--- src/rtl/dut_io_burst_pack_if.sv ---
// Bus bundle for dut_io_burst_pack: word-serial write/read ports, commit/capture
// strobes, error flag and the wide DUT-facing vectors.
interface dut_io_burst_pack_if #(
    parameter int DUT_INPUT_WIDTH  = 256,
    parameter int DUT_OUTPUT_WIDTH = 256,
    parameter int WORD_WIDTH       = 32
);
    logic                        in_wr_en;
    logic                        in_wr_mode;
    logic [31:0]                 in_wr_addr;
    logic [WORD_WIDTH-1:0]       in_wr_data;
    logic                        in_commit;
    logic                        in_complete;
    logic [DUT_INPUT_WIDTH-1:0]  dut_input_vec_to_dut;
    logic [DUT_OUTPUT_WIDTH-1:0] dut_output_vec_from_dut;
    logic                        out_capture;
    logic                        out_rd_en;
    logic                        out_rd_mode;
    logic [31:0]                 out_rd_addr;
    logic [WORD_WIDTH-1:0]       out_rd_data;
    logic                        out_rd_valid;
    logic                        out_rd_last;
    logic                        err_addr;
    logic                        err_clr;

    modport slave (
        input  in_wr_en, in_wr_mode, in_wr_addr, in_wr_data, in_commit,
        input  dut_output_vec_from_dut, out_capture,
        input  out_rd_en, out_rd_mode, out_rd_addr, err_clr,
        output in_complete, dut_input_vec_to_dut,
        output out_rd_data, out_rd_valid, out_rd_last, err_addr
    );

    modport master (
        output in_wr_en, in_wr_mode, in_wr_addr, in_wr_data, in_commit,
        output dut_output_vec_from_dut, out_capture,
        output out_rd_en, out_rd_mode, out_rd_addr, err_clr,
        input  in_complete, dut_input_vec_to_dut,
        input  out_rd_data, out_rd_valid, out_rd_last, err_addr
    );
endinterface

--- src/rtl/dut_io_burst_pack.sv ---
// Word-serial bridge between the register side and the DUT's wide I/O vectors.
// Define DUT_IO_BURST_SHADOW_EN for a committed shadow buffer; otherwise writes hit the DUT vector directly.
module dut_io_burst_pack #(
    parameter int DUT_INPUT_WIDTH  = 256,
    parameter int DUT_OUTPUT_WIDTH = 256,
    parameter int WORD_WIDTH       = 32
) (
    input logic                clk,
    input logic                reset,
    dut_io_burst_pack_if.slave bus
);
    localparam int IN_WORDS  = (DUT_INPUT_WIDTH + WORD_WIDTH - 1) / WORD_WIDTH;
    localparam int OUT_WORDS = (DUT_OUTPUT_WIDTH + WORD_WIDTH - 1) / WORD_WIDTH;
    localparam int IN_PTR_W  = (IN_WORDS > 1) ? $clog2(IN_WORDS) : 1;
    localparam int OUT_PTR_W = (OUT_WORDS > 1) ? $clog2(OUT_WORDS) : 1;

    typedef logic [IN_PTR_W-1:0]  in_ptr_t;
    typedef logic [OUT_PTR_W-1:0] out_ptr_t;

    function automatic in_ptr_t in_ptr_next(input in_ptr_t p);
        return (p == in_ptr_t'(IN_WORDS - 1)) ? '0 : p + in_ptr_t'(1);
    endfunction

    function automatic out_ptr_t out_ptr_next(input out_ptr_t p);
        return (p == out_ptr_t'(OUT_WORDS - 1)) ? '0 : p + out_ptr_t'(1);
    endfunction

    // ---------------- input (write) side ----------------
    logic [DUT_INPUT_WIDTH-1:0] vec_q, vec_d;
    logic [DUT_INPUT_WIDTH-1:0] img_base, img_wr;
    logic [IN_WORDS-1:0]        mask_q, mask_d;
    in_ptr_t                    wp_q, wp_d;
    in_ptr_t                    wr_idx;
    logic                       wr_oob, wr_accept;

    assign wr_oob    = bus.in_wr_en && !bus.in_wr_mode
                       && (bus.in_wr_addr >= 32'(IN_WORDS));
    assign wr_accept = bus.in_wr_en && !wr_oob;
    assign wr_idx    = bus.in_wr_mode ? wp_q : bus.in_wr_addr[IN_PTR_W-1:0];

    // Per-word merge; the last word is clipped so bits beyond the vector are dropped.
    for (genvar k = 0; k < IN_WORDS; k++) begin : g_wr_word
        localparam int LO = k * WORD_WIDTH;
        localparam int HI = (LO + WORD_WIDTH > DUT_INPUT_WIDTH) ? DUT_INPUT_WIDTH
                                                                 : LO + WORD_WIDTH;
        assign img_wr[HI-1:LO] = (wr_accept && wr_idx == in_ptr_t'(k))
                                 ? bus.in_wr_data[HI-LO-1:0]
                                 : img_base[HI-1:LO];
    end

`ifdef DUT_IO_BURST_SHADOW_EN
    logic [DUT_INPUT_WIDTH-1:0] shadow_q;

    assign img_base = shadow_q;
    // A concurrent write is already merged into img_wr, so a same-cycle commit carries it.
    assign vec_d    = bus.in_commit ? img_wr : vec_q;

    always_ff @(posedge clk or negedge reset) begin
        if (!reset) begin
            shadow_q <= '0;
        end else begin
            shadow_q <= img_wr;
        end
    end
`else
    assign img_base = vec_q;
    assign vec_d    = img_wr;
`endif

    always_comb begin
        // NOTE: every comb output gets a default first so no path can infer a latch.
        wp_d   = wp_q;
        mask_d = mask_q;
        if (wr_accept) begin
            mask_d[wr_idx] = 1'b1;
            wp_d           = in_ptr_next(wr_idx);
        end
        if (bus.in_commit) begin
            wp_d   = '0;
            mask_d = '0;
        end
    end

    // ---------------- output (read) side ----------------
    logic [DUT_OUTPUT_WIDTH-1:0] cap_q, cap_d;
    logic [WORD_WIDTH-1:0]       cap_word [OUT_WORDS];
    logic [WORD_WIDTH-1:0]       rd_data_q, rd_data_d;
    logic                        rd_valid_q, rd_valid_d;
    logic                        rd_last_q, rd_last_d;
    out_ptr_t                    rp_q, rp_d;
    out_ptr_t                    rd_idx;
    logic                        rd_oob;

    // Padding above the output vector reads back as zero.
    for (genvar k = 0; k < OUT_WORDS; k++) begin : g_rd_word
        localparam int LO = k * WORD_WIDTH;
        localparam int HI = (LO + WORD_WIDTH > DUT_OUTPUT_WIDTH) ? DUT_OUTPUT_WIDTH
                                                                  : LO + WORD_WIDTH;
        assign cap_word[k] = WORD_WIDTH'(cap_q[HI-1:LO]);
    end

    assign rd_oob = bus.out_rd_en && !bus.out_rd_mode
                    && (bus.out_rd_addr >= 32'(OUT_WORDS));
    assign rd_idx = bus.out_rd_mode ? rp_q : bus.out_rd_addr[OUT_PTR_W-1:0];

    always_comb begin
        rd_valid_d = 1'b0;
        rd_last_d  = 1'b0;
        rd_data_d  = rd_data_q;
        rp_d       = rp_q;
        cap_d      = cap_q;
        if (bus.out_rd_en) begin
            rd_valid_d = 1'b1;
            if (rd_oob) begin
                rd_data_d = '0;
            end else begin
                rd_data_d = cap_word[rd_idx];
                rd_last_d = (rd_idx == out_ptr_t'(OUT_WORDS - 1));
                rp_d      = out_ptr_next(rd_idx);
            end
        end
        // Capture overrides the read's pointer advance; the read itself saw the old snapshot.
        if (bus.out_capture) begin
            cap_d = bus.dut_output_vec_from_dut;
            rp_d  = '0;
        end
    end

    // ---------------- error flag ----------------
    logic err_q, err_d;

    assign err_d = (wr_oob || rd_oob) ? 1'b1 : (bus.err_clr ? 1'b0 : err_q);

    // ---------------- state ----------------
    // NOTE: the wide vector and snapshot buffers are reset too, so reset-time reads are defined zeros.
    always_ff @(posedge clk or negedge reset) begin
        if (!reset) begin
            vec_q      <= '0;
            mask_q     <= '0;
            wp_q       <= '0;
            cap_q      <= '0;
            rd_data_q  <= '0;
            rd_valid_q <= 1'b0;
            rd_last_q  <= 1'b0;
            rp_q       <= '0;
            err_q      <= 1'b0;
        end else begin
            // NOTE: non-blocking assignments so every register samples pre-edge values.
            vec_q      <= vec_d;
            mask_q     <= mask_d;
            wp_q       <= wp_d;
            cap_q      <= cap_d;
            rd_data_q  <= rd_data_d;
            rd_valid_q <= rd_valid_d;
            rd_last_q  <= rd_last_d;
            rp_q       <= rp_d;
            err_q      <= err_d;
        end
    end

    assign bus.dut_input_vec_to_dut = vec_q;
    assign bus.in_complete          = &mask_q;
    assign bus.out_rd_data          = rd_data_q;
    assign bus.out_rd_valid         = rd_valid_q;
    assign bus.out_rd_last          = rd_last_q;
    assign bus.err_addr             = err_q;

endmodule

--- src/flat_wrapper.sv ---
// flat-port wrapper written by rule: the top's interface ports become plain ports
module dut_io_burst_pack_flat 
#(
    parameter int DUT_INPUT_WIDTH  = 256,
    parameter int DUT_OUTPUT_WIDTH = 256,
    parameter int WORD_WIDTH       = 32
)
  (clk, reset, bus_in_wr_en, bus_in_wr_mode, bus_in_wr_addr, bus_in_wr_data, bus_in_commit, bus_dut_output_vec_from_dut, bus_out_capture, bus_out_rd_en, bus_out_rd_mode, bus_out_rd_addr, bus_err_clr, bus_in_complete, bus_dut_input_vec_to_dut, bus_out_rd_data, bus_out_rd_valid, bus_out_rd_last, bus_err_addr);
  dut_io_burst_pack_if #(.DUT_INPUT_WIDTH(DUT_INPUT_WIDTH), .DUT_OUTPUT_WIDTH(DUT_OUTPUT_WIDTH), .WORD_WIDTH(WORD_WIDTH)) bus_i ();
  input logic clk;
  input logic reset;
  input wire logic [$bits(bus_i.in_wr_en)-1:0] bus_in_wr_en;
  input wire logic [$bits(bus_i.in_wr_mode)-1:0] bus_in_wr_mode;
  input wire logic [$bits(bus_i.in_wr_addr)-1:0] bus_in_wr_addr;
  input wire logic [$bits(bus_i.in_wr_data)-1:0] bus_in_wr_data;
  input wire logic [$bits(bus_i.in_commit)-1:0] bus_in_commit;
  input wire logic [$bits(bus_i.dut_output_vec_from_dut)-1:0] bus_dut_output_vec_from_dut;
  input wire logic [$bits(bus_i.out_capture)-1:0] bus_out_capture;
  input wire logic [$bits(bus_i.out_rd_en)-1:0] bus_out_rd_en;
  input wire logic [$bits(bus_i.out_rd_mode)-1:0] bus_out_rd_mode;
  input wire logic [$bits(bus_i.out_rd_addr)-1:0] bus_out_rd_addr;
  input wire logic [$bits(bus_i.err_clr)-1:0] bus_err_clr;
  output wire logic [$bits(bus_i.in_complete)-1:0] bus_in_complete;
  output wire logic [$bits(bus_i.dut_input_vec_to_dut)-1:0] bus_dut_input_vec_to_dut;
  output wire logic [$bits(bus_i.out_rd_data)-1:0] bus_out_rd_data;
  output wire logic [$bits(bus_i.out_rd_valid)-1:0] bus_out_rd_valid;
  output wire logic [$bits(bus_i.out_rd_last)-1:0] bus_out_rd_last;
  output wire logic [$bits(bus_i.err_addr)-1:0] bus_err_addr;
  assign bus_i.in_wr_en = bus_in_wr_en;
  assign bus_i.in_wr_mode = bus_in_wr_mode;
  assign bus_i.in_wr_addr = bus_in_wr_addr;
  assign bus_i.in_wr_data = bus_in_wr_data;
  assign bus_i.in_commit = bus_in_commit;
  assign bus_i.dut_output_vec_from_dut = bus_dut_output_vec_from_dut;
  assign bus_i.out_capture = bus_out_capture;
  assign bus_i.out_rd_en = bus_out_rd_en;
  assign bus_i.out_rd_mode = bus_out_rd_mode;
  assign bus_i.out_rd_addr = bus_out_rd_addr;
  assign bus_i.err_clr = bus_err_clr;
  assign bus_in_complete = bus_i.in_complete;
  assign bus_dut_input_vec_to_dut = bus_i.dut_input_vec_to_dut;
  assign bus_out_rd_data = bus_i.out_rd_data;
  assign bus_out_rd_valid = bus_i.out_rd_valid;
  assign bus_out_rd_last = bus_i.out_rd_last;
  assign bus_err_addr = bus_i.err_addr;
  dut_io_burst_pack #(.DUT_INPUT_WIDTH(DUT_INPUT_WIDTH), .DUT_OUTPUT_WIDTH(DUT_OUTPUT_WIDTH), .WORD_WIDTH(WORD_WIDTH)) u_core (.clk(clk), .reset(reset), .bus(bus_i));
endmodule
--- config.mk ---
export PLATFORM = sky130hd
export DESIGN_NAME = dut_io_burst_pack_flat
export DESIGN_NICKNAME = d
export VERILOG_FILES = /design/src/rtl/dut_io_burst_pack_if.sv /design/src/rtl/dut_io_burst_pack.sv /design/src/flat_wrapper.sv
export SDC_FILE = /design/constraint.sdc
export NUM_CORES = 1
export LEC_CHECK = 0
export ABC_AREA = 1
export CORE_AREA = 2 2 255 257
export CTS_CLUSTER_SIZE = 24
export DETAILED_ROUTE_END_ITERATION = 12
export DIE_AREA = 0 0 257 259
export DONT_BUFFER_PORTS = 1
export GPL_TIMING_DRIVEN = 1
export HOLD_SLACK_MARGIN = 0.15
export PLACE_DENSITY = 0.52
export SLEW_MARGIN = 30
export SYNTH_ARGS = -nofsm -noshare
export SYNTH_HDL_FRONTEND = slang
export SYNTH_SLANG_ARGS = --single-unit
--- constraint.sdc ---
create_clock -name clk -period 2.05 [get_ports clk]
set_input_delay 0.5125 -clock clk [delete_from_list [all_inputs] [get_ports clk]]
set_output_delay 0.5125 -clock clk [all_outputs]
set_load 0.01 [all_outputs]
Word level (Yosys, flattened, before mapping)

Index checks and enable logic that the tools add are counted.

Flip-flop bits (word level): 561
Input bits: 361
Output and inout bits: 292
Logic and storage cells: 80

Add/subtract/negate cells: 2
Order comparisons: 5
Eq/ne operators: 9
Muxes and demuxes: 22
Bitwise logic cells: 2
Reduce and logical (&&, ||, !) cells: 24

Operators by type and width:

| kind                  | count |
|---|---|
| $bmux W32 S3          | 1 |
| $mux W32              | 3 |
| $ge A32 B4 Y1 const B | 2 |
| $mux W3               | 9 |
| $mux W8               | 2 |
| $eq A3 B3 Y1 const B  | 5 |
| $logic_and A1 B1 Y1   | 14 |
| $or A8 B8 Y8          | 1 |
| $reduce_and A8 Y1     | 1 |
| $add A3 B1 Y3 const B | 2 |
| $eq A3 B2 Y1 const B  | 2 |
| $mux W1               | 6 |
| $reduce_bool A2 Y1    | 3 |
| $ge A4 B4 Y1 const B  | 1 |
| $lt A3 B4 Y1 const B  | 1 |
| $not A3 Y4            | 1 |
| $demux W1 S3          | 1 |
| $eq A3 B1 Y1 const B  | 1 |
| $ge A3 B1 Y1 const B  | 1 |
| $logic_not A1 Y1      | 3 |
| $logic_not A3 Y1      | 1 |
| $ne A2 B2 Y1 const B  | 1 |
| $reduce_and A2 Y1     | 1 |
| $logic_or A1 B1 Y1    | 1 |

Longest topological paths before layout

Depth in word-level cells: 8
Depth in mapped cells: 12

Worst setup path before layout

Ideal clock, no wire load.

Path kind: input-to-reg
From: input bus_in_wr_mode
To: register u_core.vec_q[129] (netlist: u_core.bus.dut_input_vec_to_dut[129])
Library setup time: 0.117 ns
Arrival: 2.076 ns
Required time: 1.933 ns
Setup slack: -0.143 ns
Cell stages on the path: 12
Path buffers: 3
Cell sequence: buf_2 nand2_1 o21a_1 clkbuf_1 inv_1 ha_1 inv_1 nor2_1 nand3_1 clkbuf_1 nand2_1 nand2_1

Cells in the longest elaborated chain, start to end: 6

RTL lines:

| what                    | RTL line                 | text |
|---|---|---|
| from (decl)             | flat_wrapper.sv:13       | `input wire logic [$bits(bus_i.in_wr_mode)-1:0] bus_in_wr_mode;` |
| $logic_not A1 Y1        | dut_io_burst_pack.sv:36  | `assign wr_oob = bus.in_wr_en && !bus.in_wr_mode` |
| $logic_and A1 B1 Y1     | dut_io_burst_pack.sv:36  |  |
| $logic_and A1 B1 Y1     | dut_io_burst_pack.sv:37  | `&& (bus.in_wr_addr >= 32'(IN_WORDS));` |
| $logic_not A1 Y1        | dut_io_burst_pack.sv:38  | `assign wr_accept = bus.in_wr_en && !wr_oob;` |
| $logic_and A1 B1 Y1     | dut_io_burst_pack.sv:38  |  |
| $logic_and A1 B1 Y1 (*) | dut_io_burst_pack.sv:46  | `assign img_wr[HI-1:LO] = (wr_accept && wr_idx == in_ptr_t'(k))` |
| to (signal assigned)    | dut_io_burst_pack.sv:149 | `vec_q <= vec_d;` |
| to (decl)               | dut_io_burst_pack.sv:29  | `logic [DUT_INPUT_WIDTH-1:0] vec_q, vec_d;` |

Every way passes the cells marked *; elsewhere a longest branch is shown, timed or not.
A chain may end at the register's enable or synchronous reset.

Worst setup path after layout

From: register u_core.mask_q[7]
To: output bus_in_complete

Cells in the longest elaborated chain, start to end: 1

RTL lines:

| what                   | RTL line                 | text |
|---|---|---|
| from (decl)            | dut_io_burst_pack.sv:31  | `logic [IN_WORDS-1:0] mask_q, mask_d;` |
| from (signal assigned) | dut_io_burst_pack.sv:150 | `mask_q <= mask_d;` |
| $reduce_and A8 Y1      | dut_io_burst_pack.sv:162 | `assign bus.in_complete = &mask_q;` |
| to (decl)              | flat_wrapper.sv:23       | `output wire logic [$bits(bus_i.in_complete)-1:0] bus_in_complete;` |

No other way between the ends.

==> results.py <==
metrics = {
    "clocking": {
        "clockBufferDepth": 3,
        "post-cts-setup-buffers": 0,
        "postCtsHoldBufs": 579,
        "numCtsBuffers": 61,
        "root_buffer": "clkbuf_16",
        "cts_num_sinks": 561,
        "cts_tree": "done",
        "insertion_delay_ns": 0.63,
        "cts_htree_levels": 2,
        "clk_pin_slew_ns": 0.06,
    },
    "floorplan": {
        "coreArea_sq_um": 63900,
        "die_h_um": 259,
        "start_util_pct": 39.1,
        "rows": 93,
        "die-area_sq_um": 66600,
        "io_pins": 653,
        "die_w_um": 257,
    },
    "hold_path": {
        "hold_class": "input pin to asynchronous set/reset pin",
    },
    "critical_path": {
        "cp_slowest_cell": "dfrtp_1",
        "worst-path-max-fanout": 3,
        "path_delay_family": "simple AND/OR/NAND/NOR gates",
        "cp-end-kind": "primary output",
        "critPathArrivalTime_ns": 1.40,
        "max_stage_delay_ns": 0.38,
        "rr_worst_depth": 10,
        "cp.depth": 2,
        "path_cells": "nand4_1 -> nor2_1",
        "crit_required_ns": 1.54,
        "worstSetupStartpointType": "register",
        "cp.buffers_inverters": 0,
        "path_class": "register to primary output",
    },
    "timing": {
        "relSlewSlack_pct": -81.4,
        "fin_hold_ws_ns": -0.412,
        "setup-tns-final_ns": 0,
        "fmax_mhz": 522,
        "fin_crit_ns": 1.92,
        "final_max_slew_viol_count": 344,
        "min_period_over_period_pct": 93.5,
        "finalHoldViolations": 243,
        "rsz0062_at_grt": "no",
        "skew_ns": 0.0180,
        "fin_ws_ns": 0.133,
        "finalSetupViolations": 0,
        "tightest_slew_ns": 2.72,
    },
    "power_and_ir_drop": {
        "p_leak_nw": 16.6,
        "ir_drop_uv": 1040,
        "power.switching_mw": 10.0,
        "intPower_mw": 22.0,
        "p_seq_share_pct": 49.7,
        "powerDensity_nw_per_um2": 949,
        "switching_share_pct": 31.3,
        "clock_power_share_pct": 35.7,
        "power_frac_comb_pct": 14.6,
        "total_power_mw": 32.1,
    },
    "yosys": {
        "synth_fp_nets": 3499,
        "syn-cell-area_sq_um": 25000,
        "synth_top_area_share_pct": 56.3,
        "synth.most_common_cell": "nand2_1",
        "ys.flop_type": "dfrtp_1",
        "synth_area_leaders": "dfrtp_1 56%, nand2_1 26%, nand4_1 6.8%",
        "synth_edf_count": 0,
        "synth_top_cell_by_area": "dfrtp_1",
        "synthTopCellsByCount": "1702 x nand2_1, 561 x dfrtp_1, 272 x nand4_1",
        "ys_types": 23,
        "synth.avg_cell_area_sq_um": 7.97,
        "ys_ff_latch": 561,
        "seq_area_frac_synth_pct": 56.3,
        "synthArstFlopShare_pct": 100,
        "ys.warnings.count": 0,
        "netlist_instances": 3130,
    },
    "route": {
        "wl_per_cell_um": 20.6,
        "via_per_inst": 5.34,
        "vias": 24100,
        "drt_first_pass_iters": 7,
        "wirelength_um": 92800,
        "antenna_left": 0,
        "drt-initial-drc-count": 2197,
        "drc": 0,
    },
    "placed_design": {
        "dpl_cell_area_sq_um": 25900,
        "io_buffers": 0,
        "dp_hpwl_um": 55800,
        "post-place-ws_ns": 0.0634,
        "place.gp.congestion": 0.878,
        "dp_cells": 3790,
    },
    "outcome": {
        "status": "finished, violations left",
        "violations": "hold timing, slew limit",
    },
    "cells_and_area": {
        "finalInstanceArea_sq_um": 33800,
        "final_net_count": 3945,
        "multiInputGateArea_sq_um": 9710,
        "final_core_util_pct": 52.9,
        "drive_gt1_share_pct": 5.26,
        "synthToLayoutAreaGrowth_pct": 35.4,
        "fin_cells": 4505,
        "fillerInstances": 5768,
        "seq_area_sq_um": 14000,
    },
    "global_routing": {
        "grt_antenna_before_repair": 21,
        "grt_pass1_vias": 24200,
        "grtUsageTotal_pct": 27.3,
        "grt_overflow": 0,
        "grt_max_degree": 562,
        "grt_pass1_wl_um": 143000,
    },
    "job": {
        "drv_cap": 0,
    },
}
==> path summary, 6_finish.rpt <==
check | start | end | slack (ns)
setup / recovery | u_core.mask_q[7] | bus_in_complete | 0.13
hold / removal | reset | u_core.bus.dut_input_vec_to_dut[249] | -0.41
setup reg to reg | u_core.wp_q[0] | u_core.wp_q[1] | 0.14
hold reg to reg | u_core.cap_q[35] | u_core.cap_q[35] | 0.47
max in group asynchronous | reset | u_core.bus.dut_input_vec_to_dut[177] | 0.32
min in group clk | bus_in_wr_en | u_core.bus.dut_input_vec_to_dut[159] | 0.05
==> what timing repair did <==
item / CTS / global route
setup endpoints to repair: 0 / 3
hold endpoints to repair: 1090 / 682
resized for setup: 0 / 5
==> cell type report <==
cell class,count,share of cell area [%]
Tap cell,855,3.17
Timing Repair Buffer,643,19.8
Clock buffer,92,5.52
Clock inverter,23,0.677
Multi-Input combinational cell,2273,28.7
Sequential cell,561,41.5
Antenna cell,22,0.163
Inverter,36,0.415
==> power by group through the flow <==
stage	clock network [mW]	logic [mW]	registers, mW
after floorplan	0	2.86	15.2
after global placement	0	3.47	16.1
after detailed placement	0	3.60	16.1
after CTS	11.6	4.62	15.9
after global routing	12.1	5.31	16.1
final	11.4	4.68	15.9
==> sequential cells by signal (all words and copies together), names as in the netlist <==
register,cells
u_core.wp_q,3
u_core.bus.out_rd_last,1
u_core.bus.err_addr,1
u_core.bus.dut_input_vec_to_dut,256
u_core.cap_q,256
u_core.mask_q,8
u_core.bus.out_rd_data,32
u_core.rp_q,3
u_core.bus.out_rd_valid,1
==> cell families after synthesis <==
kind of cell | synth area share, %
adder cells (fa/ha/maj) | 0.401
AND/OR/NAND/NOR | 37.5
buffers and inverters | 5.25
AO/OA/AOI/OAI | 0.572
flip-flops | 56.3
==> routing by layer <==
| metal | vias to the layer above | routed length, um | global-route usage [%] |
|---|---|---|---|
| met2 | 1079 | 45600 | 46.3 |
| met5 | - | 24 | 0 |
| li1 | 11000 | - | - |
| met1 | 11800 | 36500 | 34.0 |
| met3 | 245 | 7080 | 5.99 |
| met4 | 4 | 3630 | 10.9 |
==> cell usage in the layout, fill, tap and decap left out, types with 3 or more instances in the layout <==
| cell type | count |
|---|---|
| nor2_4 | 4 |
| clkbuf_1 | 11 |
| inv_6 | 3 |
| bufinv_16 | 4 |
| buf_12 | 33 |
| clkinv_2 | 15 |
| inv_1 | 31 |
| o21ai_0 | 9 |
| o21bai_1 | 4 |
| nand4_1 | 272 |
| ha_1 | 6 |
| nand3_1 | 213 |
| nor2_2 | 3 |
| diode_2 | 22 |
| nand2_1 | 1702 |
| o21ai_4 | 5 |
| buf_4 | 32 |
| clkbuf_16 | 63 |
| clkbuf_8 | 18 |
| nor2_1 | 44 |
| dfrtp_1 | 561 |
| dlygate4sd3_1 | 578 |
(Power assumes the default switching activity.)
